File: config.mk
export PLATFORM = sky130hd
export DESIGN_NAME = mole_spawner_multi
export DESIGN_NICKNAME = d
export VERILOG_FILES = /design/src/rtl/mole_pkg.sv /design/src/rtl/mole_lfsr16.sv /design/src/rtl/mole_spawner_multi.sv
export SDC_FILE = /design/constraint.sdc
export NUM_CORES = 1
export LEC_CHECK = 0
export CORE_AREA = 5 5 203 185
export DETAILED_ROUTE_END_ITERATION = 10
export DIE_AREA = 0 0 208 190
export PLACE_DENSITY = 0.77
export SLEW_MARGIN = 20
export SYNTH_ARGS = -nofsm -noshare
export SYNTH_HDL_FRONTEND = slang
export SYNTH_SLANG_ARGS = --single-unit
File: constraint.sdc
create_clock -name clk -period 7.9 [get_ports clk]
set_input_delay 1.58 -clock clk [delete_from_list [all_inputs] [get_ports clk]]
set_output_delay 1.58 -clock clk [all_outputs]
set_load 0.02 [all_outputs]
File: src/rtl/mole_pkg.sv
// Shared types, level tables and helpers for the multi-hole mole spawner.
package mole_pkg;

    typedef enum logic [1:0] {L0, L1, L2, L3} level_t;

    typedef enum logic [1:0] {IDLE, LOAD, WAIT, PICK} state_t;

    localparam int unsigned INTERVAL [4] = '{1500, 1000, 600, 300};
    localparam int unsigned LIFE     [4] = '{2000, 1400, 900, 500};

    localparam logic [15:0] LFSR_SEED = 16'hACE1;

    function automatic int unsigned popcount(input logic [31:0] v);
        int unsigned c;
        c = 0;
        for (int k = 0; k < 32; k++) begin
            c += 32'(v[k]);
        end
        return c;
    endfunction

endpackage

File: src/rtl/mole_lfsr16.sv
// 16-bit Galois LFSR (taps 16,14,13,11) with XOR perturbation input.
module mole_lfsr16
    import mole_pkg::*;
(
    input  logic        clk,
    input  logic        rst_n,
    input  logic [15:0] perturb,
    output logic [15:0] value
);

    logic [15:0] step;
    logic [15:0] nxt;

    always_comb begin
        step = {1'b0, value[15:1]} ^ (value[0] ? 16'hB400 : 16'h0000);
        nxt  = step ^ perturb;
        // perturbation could cancel the state to zero; recover from the seed
        if (nxt == 16'h0000) begin
            nxt = LFSR_SEED;
        end
    end

    always_ff @(posedge clk or negedge rst_n) begin
        if (!rst_n) begin
            value <= LFSR_SEED;
        end else begin
            value <= nxt;
        end
    end

endmodule

File: src/rtl/mole_spawner_multi.sv
// Multi-hole mole spawner with per-hole lifetimes and hit/expiry reporting.
// Optional MOLE_SPAWNER_WRONG_HIT_EN: wrong-hole pulse and hit-driven LFSR entropy.
module mole_spawner_multi
    import mole_pkg::*;
#(
    parameter int          N_HOLES     = 18,
    parameter int          MAX_ACTIVE  = 4,
    parameter int          TICK_DIV    = 50000,
    parameter int          MAX_MS      = 2047,
    parameter int unsigned JITTER_MASK = 'h1FF
) (
    input  logic                           clk,
    input  logic                           rst_n,
    input  logic                           enable,
    input  logic [1:0]                     level,
    input  logic [N_HOLES-1:0]             hit,
    output logic [N_HOLES-1:0]             moles,
    output logic [$clog2(N_HOLES+1)-1:0]   active_count,
    output logic                           hit_pulse,
    output logic [$clog2(N_HOLES+1)-1:0]   hit_count,
    output logic                           expire_pulse,
    output logic                           wrong_pulse,
    output logic [$clog2(MAX_MS+1)-1:0]    spawn_ms
);

    localparam int W    = $clog2(MAX_MS + 1);
    localparam int CW   = $clog2(N_HOLES + 1);
    localparam int PW   = $clog2(TICK_DIV);
    localparam int NW   = $clog2(N_HOLES);

    function automatic logic [W-1:0] sat(input int unsigned v);
        return (v > MAX_MS) ? W'(MAX_MS) : W'(v);
    endfunction

    level_t             lvl;
    state_t             state;
    logic [PW-1:0]      pre;
    logic               tick;
    logic [15:0]        lfsr;
    logic [15:0]        perturb;
    logic [NW-1:0]      cand;
    logic [CW-1:0]      probes;
    logic [N_HOLES-1:0] spawn_vec;
    logic [N_HOLES-1:0] expire_vec;
    logic [N_HOLES-1:0] hit_vec;
    logic [W-1:0]       life_ld;

    assign lvl          = level_t'(level);
    assign tick         = (pre == PW'(TICK_DIV - 1));
    assign life_ld      = sat(LIFE[lvl]);
    assign active_count = CW'(popcount(32'(moles)));
    assign hit_vec      = hit & moles;
    assign spawn_vec    = (enable && state == PICK && !moles[cand]) ?
                          (N_HOLES'(1) << cand) : '0;

    always_ff @(posedge clk or negedge rst_n) begin
        if (!rst_n) begin
            pre <= '0;
        end else begin
            pre <= tick ? '0 : pre + PW'(1);
        end
    end

    mole_lfsr16 u_lfsr (
        .clk     (clk),
        .rst_n   (rst_n),
        .perturb (perturb),
        .value   (lfsr)
    );

    always_ff @(posedge clk or negedge rst_n) begin
        if (!rst_n) begin
            state    <= IDLE;
            spawn_ms <= '0;
            cand     <= '0;
            probes   <= '0;
        end else if (!enable) begin
            state <= IDLE;
        end else begin
            unique case (state)
                IDLE: state <= LOAD;
                LOAD: begin
                    spawn_ms <= sat(INTERVAL[lvl] + (32'(lfsr) & JITTER_MASK));
                    state    <= WAIT;
                end
                WAIT: begin
                    if (spawn_ms == '0) begin
                        if (32'(active_count) < MAX_ACTIVE) begin
                            cand   <= NW'(32'(lfsr) % 32'(N_HOLES));
                            probes <= '0;
                            state  <= PICK;
                        end else begin
                            state <= LOAD;
                        end
                    end else if (tick) begin
                        spawn_ms <= spawn_ms - W'(1);
                    end
                end
                PICK: begin
                    if (!moles[cand]) begin
                        state <= LOAD;
                    end else begin
                        cand   <= (cand == NW'(N_HOLES - 1)) ? '0 : cand + NW'(1);
                        probes <= probes + CW'(1);
                        if (probes == CW'(N_HOLES - 1)) begin
                            state <= LOAD;
                        end
                    end
                end
                default: state <= IDLE;
            endcase
        end
    end

    for (genvar i = 0; i < N_HOLES; i++) begin : g_hole
        logic         lit;
        logic [W-1:0] life;

        // spawn beats a same-cycle hit; a hit beats a same-cycle expiry
        always_ff @(posedge clk or negedge rst_n) begin
            if (!rst_n) begin
                lit  <= 1'b0;
                life <= '0;
            end else if (!enable) begin
                lit <= 1'b0;
            end else if (spawn_vec[i]) begin
                lit  <= 1'b1;
                life <= life_ld;
            end else if (lit) begin
                if (hit[i] || life == '0) begin
                    lit <= 1'b0;
                end else if (tick) begin
                    life <= life - W'(1);
                end
            end
        end

        assign moles[i]      = lit;
        assign expire_vec[i] = lit && !hit[i] && (life == '0);
    end

    always_ff @(posedge clk or negedge rst_n) begin
        if (!rst_n) begin
            hit_pulse    <= 1'b0;
            hit_count    <= '0;
            expire_pulse <= 1'b0;
        end else begin
            hit_pulse    <= enable && (|hit_vec);
            hit_count    <= enable ? CW'(popcount(32'(hit_vec))) : '0;
            expire_pulse <= enable && (|expire_vec);
        end
    end

`ifdef MOLE_SPAWNER_WRONG_HIT_EN
    logic [31:0] hit32;

    assign hit32   = 32'(hit);
    assign perturb = hit32[15:0] ^ hit32[31:16];

    always_ff @(posedge clk or negedge rst_n) begin
        if (!rst_n) begin
            wrong_pulse <= 1'b0;
        end else begin
            wrong_pulse <= enable && (|(hit & ~moles));
        end
    end
`else
    assign perturb     = '0;
    assign wrong_pulse = 1'b0;
`endif

endmodule

# == Word level (Yosys, flattened, before mapping) ==
# Cells that the tools add are included.
# totals
ff_bits,278
wordCells,479
# classes
div_mod_pow,1
addsub,57
n_reduce_logical,159
shifts,1
n_lt_le_gt_ge,5
eq_ne,31
n_bitwise,3
n_mux,177
# ops
op,n
11-bit 2-to-1 mux,76
11-bit zero test,19
"11-bit by 1-bit subtractor with 11-bit output, second input constant",19
5-bit by 1-bit adder with 5-bit output,26
32-bit binary-select mux with 2-bit select,2
32-bit 2-to-1 mux,4
4-bit AND reduction,19
2-bit nonzero test,38
1-bit 2-to-1 mux,73
"32-bit by 11-bit > comparator with 1-bit output, second input constant",2
16-bit 2-to-1 mux,3
"2-bit != test, second input constant",22
1-bit logical AND,40
5-bit 2-to-1 mux,8
18-bit OR reduction,2
32-bit by 9-bit adder with 32-bit output,1
"16-bit by 5-bit remainder unit with 32-bit output, second input constant",1
11-bit case mux with 2 select lines,1
5-bit case mux with 2 select lines,2
1-bit zero test,19
18-bit bitwise AND,1
1-bit logical OR,18
18-bit 2-to-1 mux,1
"1-bit by 5-bit << shifter with 18-bit output, first input constant",1
25 further kinds,36

# == Logic depth before layout (Yosys ltp) ==
# depth
depth_word,22
depth_mapped,37
mapped_depth_nobuf,31

# == By module ==
# A second synthesis with hierarchy kept.
# hier_totals
hier_cells,2392
area_unflattened_um2,20258.2
# modules_own_cells
mod,area_per_inst_um2,n_inst,seq_area_each_um2,cells_each
mole_spawner_multi,19518.7,1,6556.3,2339
mole_lfsr16,739.5,1,410.4,53

# == Least setup slack after synthesis ==
# Ideal clock, no wire load.
# synth_path
path_type,register to register
start,register u_lfsr.value[13]
end,register cand[3]
path_slack_ns,-0.147
t_arrival_ns,7.927
synth_period_minus_slack_ns,8.047
stages_incl_launch_ff,36
setup_ns,0.120
path_buffers,4
t_required_ns,7.780
path_cell_list,dfstp_2 buf_6 nor3_4 inv_2 ha_1 nand2b_1 o21ai_4 a21oi_2 o41a_1 a211o_2 a32oi_1 nand3_1 and2_1 buf_6 a221o_2 o211a_1 a211o_2 and3_1 buf_4 a211oi_2 o21a_1 buf_4 nand2_2 o311a_1 or2_4 a31o_2 a31oi_2 o211ai_1 a22o_1 or4b_1 nor3_2 xnor2_1 ha_1 inv_1 or3_1 a31o_1
# synth_via
elab_chain_cells,4
# synth_lines
item,line,text
start: declaration,mole_lfsr16.sv:8,output logic [15:0] value
start signal: assignment,mole_lfsr16.sv:27,value <= nxt;
16-bit by 5-bit remainder unit with 32-bit output,mole_spawner_multi.sv:89,cand <= NW'(32'(lfsr) % 32'(N_HOLES));
5-bit 2-to-1 mux,mole_spawner_multi.sv:88,if (32'(active_count) < MAX_ACTIVE) begin
5-bit 2-to-1 mux,mole_spawner_multi.sv:87,if (spawn_ms == '0) begin
5-bit case mux with 2 select lines,mole_spawner_multi.sv:80,unique case (state)
end signal: assignment,mole_spawner_multi.sv:89,
end signal: assignment,mole_spawner_multi.sv:103,cand <= (cand == NW'(N_HOLES - 1)) ? '0 : cand + NW'(1);
end: declaration,mole_spawner_multi.sv:41,logic [NW-1:0] cand;
# No other way between the ends. The select of a mux whose other input is x is not followed.
# A chain may end at the register's enable or synchronous reset.

# == Worst setup path after layout ==
# layout_path
start,register u_lfsr.value[12]
end,register cand[3]
# The elaborated chain is that of the path after synthesis.

==> metrics.csv <==
stage,metric,value,unit
worst_setup_path,crit-path max FO,9,
power_and_ir_drop,switching pwr,0.00102,W
final_layout,Post-layout nets,2695,
floorplan,I/O pin count,65,
worst_setup_path,crit path max-delay cell type,or4b_4,
power_and_ir_drop,pwr dens,148,nW/um2
power_and_ir_drop,Clock Power Share,40.1,%
clock_network,H-tree depth reported by CTS,1,
sta,Fmax achieved,120,MHz
placement,gpl congestion,0.948,
placement,IO buf count,63,
worst_setup_path,Crit path required time,8.35,ns
yosys,Netlist cell types,123,
power_and_ir_drop,sequential share of power,45.8,%
detailed_routing,via count,19100,
sta,Setup TNS,-1.52,ns
placement,DP Worst Slack,-0.324,ns
clock_network,CTS tree,built,
worst_setup_path,"most used cell, CP",buf_4,
sta,Setup-failing EPs final,4,
run_status,status,finished with violations,
worst_setup_path,CP startpoint kind,flip-flop,
worst_setup_path,delay of the slowest critical-path stage,0.60,ns
clock_network,clock sink count,278,
yosys,Synth Area in Simple Gates,23.6,%
floorplan,Initial Util,55.8,%
detailed_routing,1st-pass router iterations,7,
yosys,Mapped Nets,2489,
sta,period utilization,105,%
final_layout,layout cells sized above 1,18.4,%
worst_setup_path,CP Capture Type,flip-flop,
final_layout,Synth-to-Final Area Change,20.6,%
run_status,violated checks,setup timing,
detailed_routing,routed vias/inst,6.18,
worst_setup_path,Setup Crit Path Kind,reg2reg,
worst_hold_path,Hold Path Class,reg2reg,
sta,Setup WS post-layout,-0.410,ns
final_layout,fin cells,3083,
power_and_ir_drop,P_leak,10.8,nW
yosys,"Async S/R FF share, synth",100,%
global_routing,largest net degree at the start of global routing,130,
job,max-capacitance violation count,0,
yosys,synthesis-stage register bit count,278,
yosys,xor/xnor share of the synthesized area,4.90,%
sta,Slew headroom,29.7,%
yosys,largest family of logic cells by synthesized area,simple AND/OR/NAND/NOR gates,
sta,min Tclk post-route,8.31,ns
power_and_ir_drop,internal power,0.00252,W
final_layout,multi-input logic area,12300,um2
yosys,Synth Area in Adders,6.91,%
yosys,post-synthesis mux area share,1.44,%
clock_network,CTS Buf Count,29,
clock_network,Clock Latency Late Sink,0.57,ns
detailed_routing,DRC Markers,0,
clock_network,clk buf depth,3,
global_routing,number of global-route vias before repair,18100,
placement,Placed Cells,2967,
power_and_ir_drop,VDD IR max,149,uV
worst_setup_path,critical path arrival,8.76,ns
floorplan,Die X,208,um
sta,Clock Skew,0.0199,ns
final_layout,area occupied by registers,6970,um2
yosys,synthesized area,19800,um2
yosys,Cells after Synth,2379,
sta,final slew viol count,0,
worst_setup_path,CP bufs+invs,7,
global_routing,first-pass GRT wire length,93400,um
final_layout,fin util,67.3,%
placement,Final HPWL DP,39700,um
detailed_routing,post-route ant nets,0,
global_routing,initial antenna violation count,0,
power_and_ir_drop,Switching Share,28.8,%
final_layout,Ant. Diodes,0,
sta,worst-margin pin slew,1.05,ns
clock_network,hold_buf cts,0,
detailed_routing,DRT Wirelength,58400,um
worst_setup_path,"CP delay by family, top",compound AO/OA/AOI/OAI gates,
detailed_routing,Iter 0 DRT Violations,1925,
detailed_routing,routed len/inst,19.0,um
sta,Final Hold Viols,0,
yosys,sequential fraction of the synthesis area,35.1,%
floorplan,row count,66,
final_layout,Fillers,2768,
clock_network,clock transition at the registers of the reported paths,0.06,ns
yosys,Synthesis Warnings,0,
yosys,main flop type after synthesis,dfrtp_1,
global_routing,global route overflow,0,
yosys,mean area per synthesized cell,8.34,um2
clock_network,Clock Tree Root,clkbuf_16,
sta,RSZ-0062 raised after global routing,yes,
power_and_ir_drop,combinational share of power,14.0,%
global_routing,gr usage total,28.1,%
floorplan,die height,190,um
yosys,Post-synth EDFFs,0,
sta,worst hold slack,0.460,ns
floorplan,die area,39500,um2
floorplan,Core Footprint,35500,um2
yosys,compound-gate portion of the synthesized area,22.4,%
final cells by class:
cell class / count / area share (%)
multi-input cells: 1839 / 51.5
flip-flops and latches: 278 / 29.1
repair buffers: 314 / 10.8
clock buffers: 41 / 3.60
well taps: 476 / 2.49
inverters: 123 / 1.93
clock inverters: 12 / 0.492
sequential cells by signal, indices dropped and copies added (netlist names), 5 cells and up:
signal	cells
u_lfsr.value	16
hit_count	5
probes	5
g_hole.life	198
spawn_ms	11
g_hole.lit	18
pre	16
cand	5
cells in the final DEF, fill, tap and decap left out, types with 13 or more instances in the layout:
cell / Yosys / layout
a21o_1: 24 / 24
a21oi_1: 191 / 183
a31oi_1: 19 / 16
and2_1: 36 / 33
and3_1: 27 / 25
buf_4: 23 / 243
clkbuf_16: 0 / 29
clkdlybuf4s50_1: 0 / 62
dfrtp_1: 270 / 270
fa_1: 24 / 24
ha_1: 63 / 61
inv_1: 121 / 121
nand2_1: 181 / 179
nand2b_1: 36 / 35
nand3_1: 59 / 55
nand4_1: 17 / 17
nor2_1: 248 / 240
nor2b_1: 15 / 15
nor3_1: 97 / 91
nor3b_1: 22 / 22
nor4_1: 58 / 57
o211ai_1: 25 / 25
o21ai_0: 216 / 210
o21ai_1: 21 / 20
o22a_1: 18 / 18
o22ai_1: 17 / 16
o31ai_1: 15 / 13
or2_2: 19 / 18
or3_1: 35 / 33
xnor2_1: 69 / 67
xor2_1: 37 / 36
metrics by stage:
| stage | cell area [um2] | power (W) |
|---|---|---|
| 2_1_floorplan | 20000 | 0.00191 |
| 3_3_place_gp | 22000 | 0.00210 |
| 3_5_place_dp | 22000 | 0.00212 |
| 4_1_cts | 23500 | 0.00353 |
| 5_1_grt | 23900 | 0.00366 |
| 6_report | 23900 | 0.00354 |
synthesized netlist by cell type (6+ instances only):
cell type	instances	share of area (%)
a32oi_1	8	0.35
and2_1	36	1.1
nand3_1	59	1.5
xor2_1	37	1.6
nor3b_1	22	0.83
o21ai_1	21	0.53
o22a_1	18	0.79
a21o_1	24	0.91
xnor2_1	69	3.0
buf_2	6	0.15
a221o_1	6	0.30
clkbuf_1	104	2.0
or2_2	19	0.60
a31oi_1	19	0.60
nand2b_1	36	1.1
or4_1	12	0.45
fa_1	24	2.4
dfstp_2	8	1.1
mux2i_1	14	0.71
o31ai_1	15	0.57
buf_4	23	0.87
nor2b_1	15	0.47
o22ai_1	17	0.54
and3_1	27	0.85
nor2_1	248	4.7
a22o_1	13	0.57
o32ai_1	6	0.26
o21ai_0	216	5.5
o21a_1	13	0.49
dfrtp_1	270	34
a221oi_1	6	0.26
nor4_1	58	1.8
a21oi_1	191	4.8
nor3_1	97	2.4
or3_1	35	1.1
inv_1	121	2.3
ha_1	63	4.0
o211ai_1	25	0.95
maj3_1	8	0.40
nand4_1	17	0.54
nand2_1	181	3.4
a22oi_1	9	0.34
nand3b_1	12	0.45
nor4b_1	8	0.35
layer usage:
metal | up-vias | GRT usage (%) | wire length (um)
met5 | - | 0 | 0
met4 | 0 | 6.69 | 1570
met3 | 130 | 4.78 | 4790
met2 | 816 | 45.0 | 26400
met1 | 9164 | 40.3 | 25700
li1 | 8950 | - | -
repair_timing:
action	in CTS	in global routing
setup endpoints to repair	4	4
resized for setup	53	31
buffers inserted	33	30
pin swaps	50	53
kinds of logic (layout without fill, tap and decap cells):
family	count (synthesis)	after routing
compound gates	695	695
xor+xnor	108	108
fa+ha+maj	97	97
buf+inv	262	490
flops	278	278
mux	21	21
other cells	1	1
simple gates	917	917
power by group through the flow:
stage | clock network, W | registers, W | logic (W)
finish | 0.00142 | 0.00162 | 0.000496
global route | 0.00149 | 0.00163 | 0.000542
CTS | 0.00143 | 0.00162 | 0.000487
detailed placement | 0 | 0.00164 | 0.000481
global placement | 0 | 0.00164 | 0.000468
floorplan | 0 | 0.00162 | 0.000288
final timing paths:
| path | cells after the start | endpoint | startpoint | slack [ns] |
|---|---|---|---|---|
| worst max register to register | 35 | cand[3]$_DFFE_PN0P_ | u_lfsr.value[12]$_DFF_PN0_ | -0.41 |
| max in group asynchronous | 3 | g_hole[0].life[0]$_DFFE_PN0P_ | rst_n | 5.55 |
| worst min-delay path | 1 | pre[0]$_DFF_PN0_ | pre[0]$_DFF_PN0_ | 0.46 |
| min in group asynchronous | 1 | g_hole[12].life[5]$_DFFE_PN0P_ | rst_n | 0.86 |
| worst max-delay path | 35 | cand[3]$_DFFE_PN0P_ | u_lfsr.value[12]$_DFF_PN0_ | -0.41 |
| worst min register to register | 1 | pre[0]$_DFF_PN0_ | pre[0]$_DFF_PN0_ | 0.46 |
Power figures use the tool's default switching activity.
